--- src/rtl/fetch_queue_unit.sv ---
// Instruction prefetch queue: issues sequential reads and buffers {pc, instr} for decode.
// Optional perf counters (fetch_cnt, flush_cnt) are enabled by defining FETCH_PERF_CNT_EN.
module fetch_queue_unit #(
    parameter int unsigned PC_W     = 32,
    parameter int unsigned INSTR_W  = 16,
    parameter int unsigned DEPTH    = 4,
    parameter int unsigned RESET_PC = 32
) (
    input  logic               clk,
    input  logic               rst,
    input  logic               load_en,
    input  logic               jump_signal,
    input  logic [PC_W-1:0]    jump_to,
    output logic               imem_rd_en,
    output logic [PC_W-1:0]    imem_addr,
    input  logic [INSTR_W-1:0] imem_rdata,
    output logic               out_valid,
    input  logic               out_ready,
    output logic [INSTR_W-1:0] out_instr,
    output logic [PC_W-1:0]    out_pc
`ifdef FETCH_PERF_CNT_EN
    ,
    output logic [31:0]        fetch_cnt,
    output logic [15:0]        flush_cnt
`endif
);

    localparam int unsigned AW = $clog2(DEPTH);
    localparam int unsigned CW = AW + 1;

    typedef enum logic [1:0] {FETCH, HOLD, REDIRECT} state_t;

    state_t              state_q, state_d;
    logic [PC_W-1:0]     pc_q;
    logic [PC_W-1:0]     inflight_pc_q;
    logic                inflight_q;
    logic [CW-1:0]       count_q;
    logic [AW-1:0]       head_q, tail_q;
    logic [PC_W-1:0]     pc_mem    [DEPTH];
    logic [INSTR_W-1:0]  instr_mem [DEPTH];

    logic push, pop, room;

    // A read in flight during a jump belongs to the old stream and is dropped.
    assign push      = inflight_q & ~jump_signal;
    assign pop       = out_valid & out_ready;
    assign room      = (count_q + CW'(inflight_q)) < CW'(DEPTH);
    assign out_valid = (count_q != '0);
    assign out_pc    = pc_mem[head_q];
    assign out_instr = instr_mem[head_q];
    assign imem_addr = pc_q;

    // REDIRECT issues the target read while the queue is still empty, so the
    // bubble seen by decode is just that cycle plus the memory latency.
    assign imem_rd_en = rst & (state_q != HOLD) & room & ~load_en & ~jump_signal;

    always_comb begin
        // NOTE: default first so every path assigns state_d; otherwise a latch is inferred.
        state_d = state_q;
        if (jump_signal) begin
            state_d = load_en ? HOLD : REDIRECT;
        end else begin
            case (state_q)
                FETCH:    if (load_en) state_d = HOLD;
                HOLD:     if (!load_en) state_d = FETCH;
                REDIRECT: state_d = load_en ? HOLD : FETCH;
                default:  state_d = FETCH;
            endcase
        end
    end

    always_ff @(posedge clk or negedge rst) begin
        if (!rst) begin
            // NOTE: non-blocking assignments for all registered state so every
            // flop samples pre-edge values regardless of statement order.
            state_q       <= FETCH;
            pc_q          <= PC_W'(RESET_PC);
            inflight_pc_q <= '0;
            inflight_q    <= 1'b0;
            count_q       <= '0;
            head_q        <= '0;
            tail_q        <= '0;
        end else begin
            state_q <= state_d;
            if (jump_signal) begin
                pc_q       <= jump_to;
                inflight_q <= 1'b0;
                count_q    <= '0;
                head_q     <= '0;
                tail_q     <= '0;
            end else begin
                if (imem_rd_en) begin
                    pc_q          <= pc_q + 1'b1;
                    inflight_pc_q <= pc_q;
                end
                inflight_q <= imem_rd_en;
                if (push) tail_q <= tail_q + 1'b1;
                if (pop)  head_q <= head_q + 1'b1;
                count_q <= count_q + CW'(push) - CW'(pop);
            end
        end
    end

    // NOTE: queue storage has no reset; entries are only read when count_q says they are valid.
    always_ff @(posedge clk) begin
        if (push) begin
            pc_mem[tail_q]    <= inflight_pc_q;
            instr_mem[tail_q] <= imem_rdata;
        end
    end

`ifdef FETCH_PERF_CNT_EN
    logic discard;
    assign discard = ((count_q - CW'(pop)) != '0) | inflight_q;

    always_ff @(posedge clk or negedge rst) begin
        if (!rst) begin
            fetch_cnt <= '0;
            flush_cnt <= '0;
        end else if (state_q != HOLD) begin
            if (push)                  fetch_cnt <= fetch_cnt + 1'b1;
            if (jump_signal && discard) flush_cnt <= flush_cnt + 1'b1;
        end
    end
`endif

endmodule

--- config.mk ---
export PLATFORM = sky130hd
export DESIGN_NAME = fetch_queue_unit
export DESIGN_NICKNAME = d
export VERILOG_FILES = /design/src/rtl/fetch_queue_unit.sv
export SDC_FILE = /design/constraint.sdc
export NUM_CORES = 1
export LEC_CHECK = 0
export ABC_AREA = 1
export CAP_MARGIN = 20
export CELL_PAD_IN_SITES_DETAIL_PLACEMENT = 1
export CELL_PAD_IN_SITES_GLOBAL_PLACEMENT = 2
export CORE_ASPECT_RATIO = 0.6
export CORE_MARGIN = 8
export CORE_UTILIZATION = 33
export DETAILED_ROUTE_END_ITERATION = 8
export PLACE_DENSITY_LB_ADDON = 0.1
export SYNTH_ARGS = -nofsm -noshare
export SYNTH_HDL_FRONTEND = slang
export SYNTH_SLANG_ARGS = --single-unit
--- constraint.sdc ---
create_clock -name clk -period 3.3 [get_ports clk]
set_input_delay 0.33 -clock clk [delete_from_list [all_inputs] [get_ports clk]]
set_output_delay 0.33 -clock clk [all_outputs]
set_load 0.1 [all_outputs]
# After elaboration in Yosys (flattened, before gate mapping)

Memories as Yosys holds them, arrays and structs flattened.
Cells that the tools add are included.
W data, S select, Z words.

RAM bits: 192
Register bits: 74
Memories kept: 2
Bits of input ports: 53

$lt $le $gt $ge: 1
Bitwise logic cells: 8
Mux-type cells: 16
Eq/ne operators: 5
Add/sub/neg operators: 6
Reductions and logical operators: 7

Memory list:

| memory    | depth | bits a word | rd ports | clocked after Yosys merged registers in | write ports | line | source |
|---|---|---|---|---|---|---|---|
| pc_mem    | 4     | 32          | 1        | 0                                       | 1           | 39   | `logic [PC_W-1:0] pc_mem [DEPTH];` |
| instr_mem | 4     | 16          | 1        | 0                                       | 1           | 40   | `logic [INSTR_W-1:0] instr_mem [DEPTH];` |

Operators with widths:

| cell                    | number |
|---|---|
| $mux W32                | 2 |
| $add A32 B1 Y32 const B | 1 |
| $mux W2                 | 8 |
| $add A3 B1 Y3           | 2 |
| $and A1 B1 Y1           | 6 |
| $ne A3 B3 Y1 const B    | 2 |
| $pmux W2 S3             | 1 |
| $reduce_bool A2 Y1      | 3 |
| $add A2 B1 Y2 const B   | 2 |
| $mux W1                 | 4 |
| $reduce_and A2 Y1       | 2 |
| $lt A3 B3 Y1 const B    | 1 |
| $mux W3                 | 1 |
| $reduce_bool A3 Y1      | 1 |
| $sub A3 B1 Y3           | 1 |
| $eq A2 B1 Y1 const B    | 1 |
| $eq A2 B2 Y1 const B    | 1 |
| $logic_not A2 Y1        | 1 |
| $ne A2 B1 Y1 const B    | 1 |
| $not A1 Y1              | 2 |

# Depth between registers and ports, before layout

Depth after elaboration: 7
Gate-level depth with buffers: 10
Mapped depth without buffers: 9

# Least setup slack after synthesis

No wires, ideal clock.

Kind: in2reg
Start: input jump_signal
End: memory instr_mem[0][0], enable pin
Data arrival time: 2.792 ns
Path slack: 0.054 ns
Stages on the path: 4
Path buffers: 1
Path through: buf_2 > inv_1 > nand2_1 > nor2_1

Longest elaborated chain between the ends: 4

RTL lines:

| element                       | line | source |
|---|---|---|
| start, declared               | 12   | `input logic jump_signal,` |
| $not A1 Y1 (no source line)   | -    |  |
| $and A1 B1 Y1                 | 45   | `assign push = inflight_q & ~jump_signal;` |
| $mux W1                       | 106  | `if (push) begin` |
| $mux W1 (not written as such) | 108  | `instr_mem[tail_q] <= imem_rdata;` |
| end, declared                 | 40   |  |

No other way between the ends.

# Worst setup path in the final report

Start: register head_q[0]
End: output out_pc[20]

Longest elaborated chain between the ends: 1

RTL lines:

| element                | line | source |
|---|---|---|
| start, declared        | 38   | `logic [AW-1:0] head_q, tail_q;` |
| start signal, assigned | 98   | `if (pop) head_q <= head_q + 1'b1;` |
| $mem_v2 Z4 W32         | -    |  |
| end, declared          | 20   | `output logic [PC_W-1:0] out_pc` |

No other way between the ends.

==> flow_metrics.env <==
export IMPL_run_status="finished clean"
export IMPL_gp_congestion=0.790
export IMPL_fmax_mhz=361
export IMPL_clkPwrFrac_pct=23.5
export IMPL_slowest_delay_ps=510
export IMPL_hold_path_class="in -> reg"
export IMPL_rsz0062_at_grt="false"
export IMPL_yosysWarningCount=0
export IMPL_cp_slowest_cell="inv_2"
export IMPL_grt_max_degree=100
export IMPL_slew_violations=0
export IMPL_syn_inst=1047
export IMPL_r2r_setup_slack_ps=1070
export IMPL_grt_antenna_before_repair=0
export IMPL_drt_wl_total_um=32300
export IMPL_async_reset_ff_share_pct=27.8
export IMPL_synth_cell_types=32
export IMPL_rows=52
export IMPL_grt_pass1_wl_um=50400
export IMPL_grt_overflow_total=0
export IMPL_hold_end="state_q[1]$_DFFE_PN0P_"
export IMPL_areaGrowthSynthToFinish_pct=28.4
export IMPL_worst_pin_slew_ps=997
export IMPL_final_cell_mix="nand2_1, edfxtp_1, nor2_1"
export IMPL_slew_headroom_pct=33.3
export IMPL_min_period_ps=2770
export IMPL_floorplan_initialDensity_pct=33.4
export IMPL_ys_top_cells_by_area="edfxtp_1, dfrtp_1, nand2_1"
export IMPL_hold_depth=4
export IMPL_drcViolationCount=0
export IMPL_p_per_area_nw_per_um2=851
export IMPL_period_share_pct=84.0
export IMPL_combPwrFrac_pct=39.7
export IMPL_place_area_um2=13600
export IMPL_p_sw_share_pct=41.6
export IMPL_synth_nets=1108
export IMPL_postCtsSetupRepairBufs=0
export IMPL_irDropWorstVdd_mv=0.524
export IMPL_layout_commonest_cell="nand2_1"
export IMPL_cts_tree="yes"
export IMPL_clock_sinks=266
export IMPL_path_clk_slew_ps=60
export IMPL_final_net_count=1243
export IMPL_worstSetupStartpointType="register"
export IMPL_fill_cells=3691
export IMPL_die_area_um2=40300
export IMPL_synthFlopType="edfxtp_1"
export IMPL_p_int_uw=7150
export IMPL_clk_latency_ps=540
export IMPL_drt_iter0_drc=424
export IMPL_finalInstanceArea_um2=14400
export IMPL_synth_top_cell_area_share_pct=51.5
export IMPL_p_sw_uw=5100
export IMPL_die_h_um=159
export IMPL_worstHoldStart="jump_signal"
export IMPL_path_common_cell="buf_12"
export IMPL_r2r_cells=8
export IMPL_drive_gt1_share_pct=11.5
export IMPL_synth_avg_cell_area_um2=10.7
export IMPL_reg2reg_from="inflight_q$_DFF_PN0_"
export IMPL_critical_path_max_fanout=36
export IMPL_pwr_share_seq_pct=36.8
export IMPL_drt_vias_per_instance=4.83
export IMPL_syn_area_um2=11200
export IMPL_critPathBufInv=3
export IMPL_fin_setup_tns_ps=0
export IMPL_clk_path_buf_depth=3
export IMPL_cts_root_buf="clkbuf_16"
export IMPL_crit_chain="inv_2, buf_12, o21ai_0, o22ai_1, buf_12"
export IMPL_n_antenna_cell=0
export IMPL_die_w_um=254
export IMPL_ant_nets=0
export IMPL_htree_levels=1
export IMPL_grtUsageTotal_pct=16.1
export IMPL_setup_viol=0
export IMPL_core_um2=33600
export IMPL_cap_viol_max_count=0
export IMPL_firstDrtPassIters=4
export IMPL_crit_type="reg -> out"
export IMPL_dp_hpwl_um=21500
export IMPL_holdBufCountCts=1
export IMPL_leakage_uw=0.00543
export IMPL_crit_path_end_kind="primary output"
export IMPL_io_buffers=134
export IMPL_wl_per_cell_um=19.5
export IMPL_synth_area_leader_cell="edfxtp_1"
export IMPL_cp_top_family="buffers and inverters"
export IMPL_reg2reg_to="count_q[2]$_DFF_PN0_"
export IMPL_whs_ps=337
export IMPL_synth_edf_count=192
export IMPL_seq_area_frac_synth_pct=68.0
export IMPL_finalClockSkew_ps=9.49
export IMPL_crit_cells=5
export IMPL_cts_resized=0
export IMPL_worst_ep_required_time_ps=2970
export IMPL_arrival_ps=2440
export IMPL_numCtsBuffers=27
export IMPL_synth_seq_cells=266
export IMPL_boundaryPins=135
export IMPL_grt_pass1_vias=8431
export IMPL_dr_total_vias=8015
export IMPL_hold_violations=0
[kinds of logic (layout without fill, tap and decap cells)]
logic type | count (synthesis) | count (layout) | share of synthesized area (%)
DFF | 266 | 266 | 68.0
xor gates and xnor gates | 8 | 8 | 0.626
buffers and inverters | 117 | 272 | 4.42
adders and majority gates | 8 | 8 | 0.961
AOI/OAI and AO/OA | 193 | 193 | 9.25
and+or+nand+nor | 455 | 455 | 16.7
[through the flow]
| stage | instances | setup WS [ps] | util (%) | power, uW |
|---|---|---|---|---|
| after detailed placement | 1611 | 823 | 40.4 | 9520 |
| final | 1661 | 527 | 42.8 | 12200 |
| after CTS | 1661 | 454 | 42.8 | 12400 |
| after floorplan | 1047 | 54.3 | - | 7580 |
| after global placement | 1611 | 853 | 40.4 | 9470 |
| after global routing | 1661 | 331 | 42.8 | 12800 |
[layer usage]
layer | global-route usage, % | vias up | share of wire [%]
met2 | 25.8 | 126 | 46
li1 | - | 3872 | -
met3 | 2.92 | 34 | 5.4
met5 | 0 | - | 0
met4 | 3.12 | 0 | 1.8
met1 | 22.8 | 3983 | 47
[how the worst max path moves through the flow]
stage                                startpoint                   endpoint  slack (ps)
after detailed placement              out_ready       count_q[2]$_DFF_PN0_         820
after global routing      head_q[0]$_DFFE_PN0P_                  out_pc[2]         330
final                     head_q[0]$_DFFE_PN0P_                 out_pc[20]         530
after global placement                out_ready       count_q[2]$_DFF_PN0_         850
after CTS                 head_q[0]$_DFFE_PN0P_                 out_pc[26]         450
after floorplan                     jump_signal  instr_mem[0][0]$_DFFE_PP_          50
[flip-flops by register name, indices dropped and copies added, names as in the netlist]
register	count
imem_addr	32
tail_q	2
inflight_q	1
instr_mem	64
count_q	3
pc_mem	128
state_q	2
head_q	2
inflight_pc_q	32
[power by group through the flow]
stage               sequential [uW]  combinational [uW]  clock, uW
CTS                            4520                4940       2970
detailed placement             4590                4930          0
global placement               4580                4890          0
global route                   4570                5140       3100
floorplan                      4790                2790          0
finish                         4500                4860       2880
[final cells by class]
cell class | instances | area [um2] | share of cell area [%]
repair buffers | 156 | 2020 | 14.0
well taps | 459 | 574 | 3.99
clock inverters | 12 | 83.8 | 0.583
multi-input cells | 664 | 3120 | 21.7
flip-flops and latches | 266 | 7620 | 53.0
inverters | 67 | 251 | 1.75
clock buffers | 37 | 723 | 5.03
[worst min-delay path: stages]
cell and delay [ps]:
buf_2 90, inv_1 50, buf_4 230, nor2_1 130
[Yosys cell counts, types with 4 or more instances]
cell type / count
a21oi_1: 26
edfxtp_1: 192
nor2_2: 6
nand3_1: 71
nor2_1: 166
inv_1: 65
buf_2: 15
xnor2_1: 5
nand2_1: 199
ha_1: 7
dfrtp_1: 73
clkbuf_1: 28
o22ai_1: 48
o21ai_0: 112
buf_4: 4
Note: power is estimated with default switching activity, not from simulation.
